File: src/rtl/pulse_bram_reader_pkg.sv
// pulse_bram_reader_pkg: shared FSM encoding and memory geometry for the pulse BRAM reader
package pulse_bram_reader_pkg;
  typedef enum logic [2:0] {IDLE, READ, WAIT, OUT, CLEAR, DONE} state_t;
  localparam int DEF_DEPTH = 2048;
  localparam int DEF_ADDR_STEP = 4;
  localparam logic [31:0] FP32_ZERO = 32'h0000_0000;
endpackage

File: src/rtl/pulse_bram_reader.sv
// pulse_bram_reader: sweeps pin and pulse BRAMs, streams samples out, optionally clears behind itself
module pulse_bram_reader
  import pulse_bram_reader_pkg::*;
#(
  parameter int DEPTH = DEF_DEPTH,
  parameter int ADDR_STEP = DEF_ADDR_STEP,
  parameter int IDX_W = $clog2(DEPTH)
) (
  input  logic             clk,
  input  logic             rst_n,
  input  logic             start,
  input  logic             clear_en,
  output logic             busy,
  output logic             done,
  output logic [IDX_W:0]   hit_count,
  output logic [31:0]      pin_addr,
  output logic [31:0]      pin_din,
  output logic             pin_we,
  output logic             pin_en,
  input  logic [31:0]      pin_dout,
  output logic [31:0]      pulse_addr,
  output logic [31:0]      pulse_din,
  output logic             pulse_we,
  output logic             pulse_en,
  input  logic [31:0]      pulse_dout,
  output logic [31:0]      m_data,
  output logic             m_pin,
  output logic [IDX_W-1:0] m_index,
  output logic             m_last,
  output logic             m_valid,
  input  logic             m_ready
);
  state_t state, state_n;
  logic [IDX_W-1:0] idx;
  logic clr_q, last, acc, advance;
  logic [31:0] addr;
  logic unused_pin;
  assign unused_pin = ^pin_dout[31:1];
  assign last = idx == IDX_W'(DEPTH - 1);
  always_comb begin
    state_n = state;
    case (state)
      IDLE:    state_n = start ? READ : IDLE;
      READ:    state_n = WAIT;
      WAIT:    state_n = OUT;
      OUT:     state_n = !m_ready ? OUT : clr_q ? CLEAR : last ? DONE : READ;
      CLEAR:   state_n = last ? DONE : READ;
      DONE:    state_n = IDLE;
      default: state_n = IDLE;
    endcase
  end
  // Both ports touch memory only in READ (read) and CLEAR (write zero); idle otherwise
  assign acc = state == READ || state == CLEAR;
  assign addr = acc ? 32'(idx) * 32'(ADDR_STEP) : '0;
  assign pin_addr = addr;
  assign pulse_addr = addr;
  assign pin_en = acc;
  assign pulse_en = acc;
  assign pin_we = state == CLEAR;
  assign pulse_we = state == CLEAR;
  assign pin_din = FP32_ZERO;
  assign pulse_din = FP32_ZERO;
  assign busy = state == READ || state == WAIT || state == OUT || state == CLEAR;
  assign done = state == DONE;
  assign m_valid = state == OUT;
  assign advance = (state == OUT && m_ready && !clr_q && !last) || (state == CLEAR && !last);
  always_ff @(posedge clk or negedge rst_n) begin
    if (!rst_n) begin
      state <= IDLE;
      idx <= '0;
      clr_q <= 1'b0;
      hit_count <= '0;
      m_data <= '0;
      m_pin <= 1'b0;
      m_index <= '0;
      m_last <= 1'b0;
    end else begin
      state <= state_n;
      if (state == IDLE && start) begin
        idx <= '0;
        clr_q <= clear_en;
        hit_count <= '0;
      end
      if (advance) idx <= idx + 1'b1;
      if (state == WAIT) begin
        m_data <= pulse_dout;
        m_pin <= pin_dout[0];
        m_index <= idx;
        m_last <= last;
        if (pin_dout[0]) hit_count <= hit_count + 1'b1;
      end
    end
  end
endmodule

File: config.mk
export PLATFORM = sky130hd
export DESIGN_NAME = pulse_bram_reader
export DESIGN_NICKNAME = d
export VERILOG_FILES = /design/src/rtl/pulse_bram_reader_pkg.sv /design/src/rtl/pulse_bram_reader.sv
export SDC_FILE = /design/constraint.sdc
export NUM_CORES = 1
export LEC_CHECK = 0
export ABC_CLOCK_PERIOD_IN_PS = 2400
export BUFFER_PORTS_ARGS = -buffer_cell sky130_fd_sc_hd__buf_2
export CORE_AREA = 2 2 101 103
export CTS_CLUSTER_SIZE = 8
export DETAILED_ROUTE_END_ITERATION = 10
export DIE_AREA = 0 0 103 105
export HOLD_SLACK_MARGIN = 0.15
export PLACE_DENSITY = 0.77
export SETUP_SLACK_MARGIN = 0.1
export SLEW_MARGIN = 40
export SYNTH_ARGS = -nofsm -noshare
export SYNTH_HDL_FRONTEND = slang
export SYNTH_SLANG_ARGS = --single-unit
File: constraint.sdc
create_clock -name clk -period 2.4 [get_ports clk]
set_input_delay 0.24 -clock clk [delete_from_list [all_inputs] [get_ports clk]]
set_output_delay 0.24 -clock clk [all_outputs]
set_load 0.005 [all_outputs]
==> impl_results.md <==
- Root buf cell: clkbuf_8
- # port buffers: 123
- RSZ-0062 raised after global routing: false
- Num CTS Buffers: 9
- Layout cells sized above 1: 0.304
- Worst relative slew slack: 0.662
- Final worst slack: 0.312 ns
- Final setup vio count: 0
- Max FO, Critical Path: 6
- Post-synth top flop: dfrtp_1
- RD Place Congestion: 0.824
- P per Cell Area: 914 mW/mm^2
- Leakage: 2.56 nW
- Cell Rows: 36
- Number of global-route vias before repair: around 2.9k
- Synthesized area per cell: 10.7 sq um
- Worst Tran Pin Value: 0.507 ns
- Clk slew on worst S/H paths: 0.07 ns
- Critical path arrival: 2.33 ns
- H-tree depth: 3
- Largest net degree at the start of global routing: 40
- Placed inst area: roughly 0.0044 sq mm
- Core Region: 0.00964 sq mm
- Fin. Hold Viols: 0
- Post-synth EDFFs: 0
- FF+latch count, synth: between 70 and 80
- Setup TNS: 0 ns
- CP startpoint kind: flip-flop
- Overall Global Routing Usage: 0.170
- CP endpoint kind: flip-flop
- Min Clock Period, post-route: approximately 2.1 ns
- Final cell count without fillers: 670
- Worst ir drop on vdd: between 0.5 and 0.6 mV
- Vias per cell: about 4.5
- Main area contributors after synthesis: dfrtp_1 44%, buf_4 23%, mux2_1 9.3%
- Status: completed
- Area added between synthesis and finish: 19.4%
- Area share of the largest cell type after synthesis: 0.437
- Mapped Cells: 384
- Clk_lat worst skew: 0.35 ns
- Critical Path RT: 2.64 ns
- Wirelength per Cell: around 14 microns
- F_max: 479 MHz
- DRT Pass-1 Iters: 4
- DRT antenna net count: 0
- First-pass GRT wire length: 14200 microns
- Max Clock Skew: 0.00739 ns
- Diodes inserted: 0
- Final wirelength: about 9300 microns
- Place WS: approximately 0.37 ns
- Post-synthesis sequential area ratio: 0.437
- Clk sinks: 72
- Placed Cells: 621
- Cell taking the most area after synthesis: dfrtp_1
- HP Class: in -> reg
- Final nets: a little over 600
- I/O pin count: 261
- Detailed placement HPWL: 6400 microns
- Initial Util: 0.428
- Antenna violations before repair: 0
- Die Y: 105 microns
- Tcrit/Tclk final: 0.870
- DRC violations left: 0
- Full die area: about 0.011 sq mm
- Post-synth ARST share: 1.00
- Reg2Reg Setup Slack: between 0.3 and 0.4 ns
- Slew Limit Fails: 0
- Synth warnings: 0
- GRT overflow: 0
- Mapped cell area: 0.00413 sq mm
- Cell area after layout: 0.00493 sq mm
- Number of max-cap violations: 0
- Die X: 103 microns
- Crit path kind: reg -> reg
- Initial DRC count: 83
- Vias: about 3k
- Clk buf depth: 2
- Post-synthesis cell type count: 49
- Fillers: approximately 900
- CTS tree: built
-- path summary, 6_finish.rpt --
kind / from / to / cells after the start
min in group asynchronous: rst_n / m_data[15]$_DFFE_PN0N_ / 2
max in group asynchronous: rst_n / state[0]$_DFF_PN0_ / 3
min reg2reg: hit_count[11]$_DFF_PN0_ / hit_count[11]$_DFF_PN0_ / 1
max: idx[0]$_DFFE_PN0P_ / idx[2]$_DFFE_PN0P_ / 6
min: start / state[0]$_DFF_PN0_ / 5
max reg2reg: idx[0]$_DFFE_PN0P_ / idx[2]$_DFFE_PN0P_ / 6
-- cell usage in the layout, fill, tap and decap left out, types with 5 or more instances in the layout --
cell | synthesis | layout
nand3_1 | 14 | 14
clkbuf_8 | 0 | 10
o211ai_1 | 6 | 6
and2_1 | 7 | 7
conb_1 | 1 | 106
inv_1 | 9 | 9
dfrtp_1 | 72 | 71
nand2_1 | 17 | 17
nand4_1 | 5 | 5
o21ai_0 | 6 | 6
xnor2_1 | 6 | 5
buf_4 | 124 | 6
mux2_1 | 34 | 34
nor3_1 | 9 | 9
dlygate4sd3_1 | 0 | 35
buf_2 | 5 | 122
nor2_1 | 11 | 10
mux2_2 | 10 | 10
-- registers in the layout, indices dropped and copies added (netlist names) --
register and count:
m_last 1, idx 11, m_index 11, clr_q 1, state 3, hit_count 12, m_data 32, m_pin 1
-- kinds of logic after synthesis --
kind of cell             share of synthesized area
adder cells (fa/ha/maj)                    0.00606
flip-flops                                   0.437
AO/OA/AOI/OAI                               0.0458
other                                     0.000909
buffers and inverters                        0.241
AND/OR/NAND/NOR                              0.126
XOR/XNOR                                    0.0170
multiplexers                                 0.127
-- final cells by class --
class | instances | area [sq um] | area share
clock buffers | 13 | 149 | 0.0302
clock inverters | 1 | 5.00 | 0.00102
inverters | 9 | 33.8 | 0.00686
multi-input cells | 278 | 1740 | 0.354
flip-flops and latches | 72 | 1800 | 0.366
well taps | 133 | 166 | 0.0338
repair buffers | 164 | 1030 | 0.208
-- where the power goes --
part           switching, W  internal (W)
clock              0.000415      0.000392
combinational      0.000834      0.000867
sequential         0.000356       0.00164
total               0.00161       0.00290
-- layer usage --
metal / wire (microns) / GRT usage
met4: 186 / 0.0789
met1: 3680 / 0.204
met5: 0 / 0
met2: 4770 / 0.285
met3: 629 / 0.0368
-- synthesized netlist by cell type, types with 2 or more instances --
master and number:
and2_1 7, buf_2 5, buf_4 124, dfrtp_1 72, ha_1 2, inv_1 9, mux2_1 34, mux2_2 10
mux2i_1 3, nand2_1 17, nand3_1 14, nand4_1 5, nor2_1 11, nor2b_1 2, nor3_1 9, nor4_1 3
o211ai_1 6, o21ai_0 6, o221ai_1 4, o31ai_1 2, or3_1 2, or4_1 4, xnor2_1 6, xor2_1 2
-- critical path, cell delays in order, from the launching register on --
cell and delay [ns]:
dfrtp_1 0.50, ha_1 0.28, nand4_1 0.21, nor3_2 0.46
buf_4 0.21, nor4b_1 0.05, a211o_1 0.27
-- per-stage QoR --
stage | utilization | power [W] | hold WS [ns]
detailed placement | 0.458 | 0.00366 | 0.247
global route | 0.511 | 0.00482 | 0.292
global placement | 0.457 | 0.00358 | 0.405
floorplan | - | 0.00310 | -0.0556
CTS | 0.510 | 0.00454 | 0.280
finish | 0.511 | 0.00450 | 0.299
-- timing repair --
item / in CTS / in global routing
hold endpoints to repair: 72 / 0
setup buffers: 0 / 0
resized for setup: 1 / 2
setup endpoints to repair: 12 / 12
hold buffers: 35 / 0
gates cloned: 0 / 0
Power figures use the tool's default switching activity.
